`src/rtl/mac_pkg.sv`:
```
// Shared definitions for the MAC array and its result drain.
// Holds the drain FSM state type, the default lane count and accumulator
// width used by both blocks, and the lane-index width helper.
package mac_pkg;

    localparam int D_W_ACC_DEF = 16;
    localparam int N_DEF       = 3;

    typedef enum logic {
        IDLE  = 1'b0,
        DRAIN = 1'b1
    } drain_state_t;

    // Width of a lane index; a single lane still gets a 1-bit index.
    function automatic int idx_w(input int n);
        return (n > 1) ? $clog2(n) : 1;
    endfunction

endpackage

```
`src/rtl/mac_result_drain.sv`:
```
// Result drain for the MAC array.
// Snapshots all N accumulator results on a capture strobe into a shadow bank
// (freeing the array immediately) and streams them out one word per
// valid/ready handshake, tagged with the lane index and a last marker.
// A capture arriving while the drain cannot take it is dropped and recorded
// in a sticky overrun flag.
//
// Ports:
//   clk, rst        clock, synchronous active-high reset
//   result[N]       accumulator outputs, sampled when capture is accepted
//   capture         one-cycle snapshot strobe
//   capture_ready   a capture this cycle will be accepted
//   out_data/idx    current result word and its lane index
//   out_valid       word presented; held until out_ready
//   out_ready       consumer accepts the word
//   out_last        word is lane N-1
//   overrun         sticky: a capture was dropped
//
// state | meaning
// IDLE  | shadow bank empty, waiting for a capture
// DRAIN | presenting shadow[idx] to the consumer
module mac_result_drain
    import mac_pkg::*;
#(
    parameter  int D_W_ACC = D_W_ACC_DEF,
    parameter  int N       = N_DEF,
    localparam int IDX_W   = idx_w(N)
) (
    input  logic               clk,
    input  logic               rst,
    input  logic [D_W_ACC-1:0] result [N-1:0],
    input  logic               capture,
    output logic               capture_ready,
    output logic [D_W_ACC-1:0] out_data,
    output logic [IDX_W-1:0]   out_idx,
    output logic               out_valid,
    input  logic               out_ready,
    output logic               out_last,
    output logic               overrun
);

    localparam logic [IDX_W-1:0] LAST_IDX = IDX_W'(N - 1);

    drain_state_t       state_q, state_d;
    logic [IDX_W-1:0]   idx_q, idx_d;
    logic [D_W_ACC-1:0] shadow_q [N-1:0];
    logic [D_W_ACC-1:0] shadow_d [N-1:0];
    logic               overrun_q, overrun_d;

    logic is_last;
    logic handshake;
    logic accept;

    always_comb begin
        is_last       = (idx_q == LAST_IDX);
        out_valid     = (state_q == DRAIN);
        out_last      = out_valid & is_last;
        handshake     = out_valid & out_ready;
        // While draining, a new snapshot fits only as the last word leaves.
        capture_ready = (state_q == IDLE) | (handshake & is_last);
        accept        = capture & capture_ready;

        state_d   = state_q;
        idx_d     = idx_q;
        shadow_d  = shadow_q;
        overrun_d = overrun_q;

        if (accept) begin
            state_d  = DRAIN;
            idx_d    = '0;
            shadow_d = result;
        end else if (handshake) begin
            if (is_last) begin
                state_d = IDLE;
            end else begin
                idx_d = idx_q + 1'b1;
            end
        end

        if (capture & ~capture_ready) begin
            overrun_d = 1'b1;
        end
    end

    always_ff @(posedge clk) begin
        if (rst) begin
            state_q   <= IDLE;
            idx_q     <= '0;
            overrun_q <= 1'b0;
            for (int i = 0; i < N; i++) begin
                shadow_q[i] <= '0;
            end
        end else begin
            state_q   <= state_d;
            idx_q     <= idx_d;
            overrun_q <= overrun_d;
            shadow_q  <= shadow_d;
        end
    end

    generate
        if (N == 1) begin : g_single
            assign out_data = shadow_q[0];
        end else begin : g_multi
            assign out_data = shadow_q[idx_q];
        end
    endgenerate

    assign out_idx = idx_q;
    assign overrun = overrun_q;

endmodule

```
`config.mk`:
```
export PLATFORM = sky130hd
export DESIGN_NAME = mac_result_drain
export DESIGN_NICKNAME = d
export VERILOG_FILES = /design/src/rtl/mac_pkg.sv /design/src/rtl/mac_result_drain.sv
export SDC_FILE = /design/constraint.sdc
export NUM_CORES = 1
export LEC_CHECK = 0
export CAP_MARGIN = 0
export CORE_ASPECT_RATIO = 1.25
export CORE_MARGIN = 8
export CORE_UTILIZATION = 39
export CTS_CLUSTER_SIZE = 28
export DETAILED_ROUTE_END_ITERATION = 6
export PLACE_DENSITY_LB_ADDON = 0.3
export RECOVER_POWER = 50
export SYNTH_ARGS = -nofsm -noshare
export SYNTH_HDL_FRONTEND = slang
export SYNTH_SLANG_ARGS = --single-unit
```
`constraint.sdc`:
```
create_clock -name clk -period 2.8 [get_ports clk]
set_clock_uncertainty 0.05 [all_clocks]
set_input_delay 0.7 -clock clk [delete_from_list [all_inputs] [get_ports clk]]
set_output_delay 0.7 -clock clk [all_outputs]
set_load 0.005 [all_outputs]
```
[Yosys cells after proc, flatten, opt, wreduce, memory -nomap -nowiden]
Index checks and enable logic that the tools add are counted.
Operators by class
  reduce and logical (&&, ||, !) cells: 5
  equality and inequality tests: 1
  magnitude comparators: 1
  mux-type cells: 5
  bitwise logic cells: 9
  add/sub/neg operators: 1
Operators with widths (number)
  binary-select mux 16 bit (select 2 bit): 1
  2-to-1 mux 16 bit: 1
  AND 1 bit: 5
  AND reduction 2 bit: 2
  nonzero test 2 bit: 2
  less-than comparator 2 x 3 -> 1 bit, second input constant: 1
  2-to-1 mux 1 bit: 3
  NOT 1 bit: 3
  adder 2 x 1 -> 2 bit, second input constant: 1
  equality test 2 bit, second input constant: 1
  OR reduction 2 bit: 1
  OR 1 bit: 1
Storage, ports and cells
  flip-flop bits (word level): 52
  bits of input ports: 52
  output and inout port bits: 22
  logic and storage cells: 28

[Longest topological paths before layout]
  word-level depth: 6
  mapped depth: 9
  gate-level depth less buffers: 5

[Least setup slack after synthesis]
Ideal clock, no wire load.
  path kind: register to output
  start point: reg idx_q[0] (netlist: out_idx[0])
  end point: out capture_ready
  buffers on the path: 2
  data required time: 2050 ps
  arrival time: 1230 ps
  slack: 820 ps
  cell stages (with the launch flop): 7
  cell sequence: dfxtp_1 > buf_4 > buf_4 > inv_1 > ha_1 > a21boi_4 > inv_1
Between the ends
  longest elaborated chain between the ends: 3
Ends and longest elaborated chain
  start: declaration: RTL line mac_result_drain.sv:45  | logic [IDX_W-1:0] idx_q, idx_d;
  start signal: assignment: RTL line mac_result_drain.sv:95  | idx_q <= idx_d;
  equality test 2 bit: RTL line mac_result_drain.sv:55  | is_last = (idx_q == LAST_IDX);
  AND 1 bit: RTL line mac_result_drain.sv:60  | capture_ready = (state_q == IDLE) | (handshake & is_last);
  OR 1 bit: RTL line mac_result_drain.sv:60
  end: declaration: RTL line mac_result_drain.sv:33  | output logic capture_ready,
Every way passes these cells.

[Worst setup path in the final report]
  start point: in out_ready
  end point: out capture_ready
Between the ends
  longest elaborated chain between the ends: 3
Ends and longest elaborated chain
  start: declaration: RTL line mac_result_drain.sv:37  | input logic out_ready,
  AND 1 bit: RTL line mac_result_drain.sv:58  | handshake = out_valid & out_ready;
  AND 1 bit: RTL line mac_result_drain.sv:60
  OR 1 bit: RTL line mac_result_drain.sv:60
Every way passes these cells.

==> impl_metrics.toml <==
[outcome]
status = "completed"

[hold_path]
hp-class = "reg -> reg"
hold_path.startpoint = "shadow_q[39]"

[cts]
cts_tree = "built"
cts_resized = 0
root_buffer = "clkbuf_8"
cts_hold_buf = 0
clkSlewWorstSetupHoldPaths_ps = 90
numCtsBuffers = 5
clockBufferDepth = 2
postCtsSetupBuffers = 0
cts.htree.levels = 2
clk_latency_ps = 300
clkSinkCount = 52

[run]
cap_violations = 0

[timing]
report.final.slew_viol_count = 0
finalSetupTns_ps = 0
fin_crit_ps = 2670
slew_headroom = 0.398
finalHoldViolCount = 0
tightest_slew_ps = 904
finalCritPeriodShare = 0.953
rsz0062_at_grt = "no"
finalSetupViolCount = 0
clock.fmax_mhz = 375

[layout]
fin_util = 0.518
area_growth_pct = 30.1
fill_cells = 680
regArea_um2 = 1040
antenna_cells = 0
multiInputGateArea_um2 = 1500
fin_nets = 401
drive_gt1_frac = 0.0630
fin_area_um2 = 3570

[die]
die_x_um = 91.0
die_h_um = 110
io_pins = 74
fp.dieArea_um2 = 10000
placement_rows = 34
initial_core_util = 0.398
core_um2 = 6890

[routing]
viasPerCell = 4.48
via_count = 1968
drt-initial-drc-count = 113
dr.pass1.iters = 4
wl_per_cell_um = 13.8
routed_wl_mm = 6.05
ant_nets = 0
drc = 0

[setup_path]
crit_chain = "clkdlybuf4s50_1, a21boi_4, inv_1, clkdlybuf4s50_1"
startpoint_type = "primary input"
timing.rr.start = "out_idx[0]"
worstPathArrival_ps = 1920
worstPathRequired_ps = 2050
slowest_delay_ps = 460
setup.worst_path.end_class = "output port"
worstPathMaxFanout = 4
worst_path_max_delay_cell = "clkdlybuf4s50_1"
critPathLaunch = "out_ready"
crit_type = "in -> out"
cp_common_cell = "clkdlybuf4s50_1"

[power]
leakage_nw = 1.32
p_per_area_nw_per_um2 = 463
power_mw = 1.65
ir_worst_vdd_v = 0.000305

[grt]
grt_pass1_vias = 2091
grt_max_degree = 101
grt_usage = 0.125
antenna_found_initial = 0
grt_pass1_wl_mm = 10.2
grt_overflow_total = 0

[synthesis]
syn_nets = 335
post_synth_inst_count = 282
synth.avg_cell_area_um2 = 9.73
yosysSeqAreaShare = 0.379
synth_edf_count = 0
async_reset_ff_frac = 0
syn_area_um2 = 2750
yosys_most_used_dff = "dfxtp_1"
synth_warnings = 0
ys_ff_latch = 52
synthDistinctLibCells = 23

[place]
place_congestion = 0.785
io_buffers = 73
place_area_um2 = 3490
detailed_place_hpwl_mm = 4.30
==> synth_stat cells (2+ instances only) <==
| master | instances | area [um^2] |
|---|---|---|
| dfxtp_1 | 52 | 1040 |
| clkbuf_1 | 11 | 41.3 |
| mux2i_1 | 64 | 641 |
| nor2_1 | 4 | 15.0 |
| nand2b_1 | 96 | 601 |
| nand2_1 | 16 | 60.1 |
| buf_12 | 5 | 100 |
| o21ai_0 | 16 | 80.1 |
| buf_4 | 3 | 22.5 |
| inv_1 | 2 | 7.51 |
==> flip-flops by register name, summed over array words and instances (netlist names) <==
signal and flops:
shadow_q 48, out_idx 2, out_valid 1, overrun 1
==> critical path, delay by kind of cell <==
family                 cells  cell delay [ps]
buffers and inverters      3              990
AO/OA/AOI/OAI              1              230
==> power by group <==
| group | switching, mW | internal, mW |
|---|---|---|
| Combinational | 0.121 | 0.197 |
| Clock | 0.253 | 0.269 |
| Sequential | 0.0252 | 0.788 |
| Total | 0.399 | 1.25 |
==> placed cells by master (no fill, tap or decap), types with 2 or more instances in the layout <==
cell type,instances
dfxtp_1,52
nand2_1,16
mux2i_1,64
clkbuf_8,5
buf_4,6
inv_1,2
clkdlybuf4s50_1,72
o21ai_0,16
nand2b_1,96
nor2_1,4
==> final timing paths <==
check / endpoint / slack (ps) / depth (start not counted)
worst max-delay path: capture_ready / 130 / 4
worst max register to register: out_idx[1] / 580 / 7
worst min register to register: shadow_q[39] / 430 / 2
worst min-delay path: shadow_q[39] / 430 / 2
==> metal layers <==
metal | part of all wire | track usage | up-vias | routed length (um)
li1 | - | - | 1048 | -
met1 | 0.48 | 0.159 | 873 | 2940
met2 | 0.46 | 0.199 | 42 | 2770
met3 | 0.045 | 0.0355 | 5 | 271
met4 | 0.013 | 0.0422 | 0 | 80
met5 | 0 | 0 | - | 0
==> stage by stage <==
step / worst slack (ps) / instances / hold WS (ps)
global route: 49.0 / 439 / 447
floorplan: 820 / 282 / 398
detailed placement: 124 / 431 / 411
global placement: 168 / 431 / 405
finish: 132 / 439 / 427
CTS: 124 / 439 / 433
==> logic make-up (layout without fill, tap and decap cells) <==
family / count (synthesis) / after routing / synth area share
adders and majority gates: 1 / 1 / 0.00456
muxes: 64 / 64 / 0.233
DFF: 52 / 52 / 0.379
buffers and inverters: 24 / 91 / 0.0702
xor gates and xnor gates: 1 / 1 / 0.00319
and+or+nand+nor: 121 / 121 / 0.262
AOI/OAI and AO/OA: 19 / 19 / 0.0479
==> cell type report <==
type	instances	share of cell area
Inverter	2	0.00210
Tap cell	90	0.0315
Multi-Input combinational cell	206	0.419
Sequential cell	52	0.291
Clock inverter	3	0.0130
Clock buffer	5	0.0193
Timing Repair Buffer	81	0.223
No activity file was read; power rests on OpenSTA's default activity.
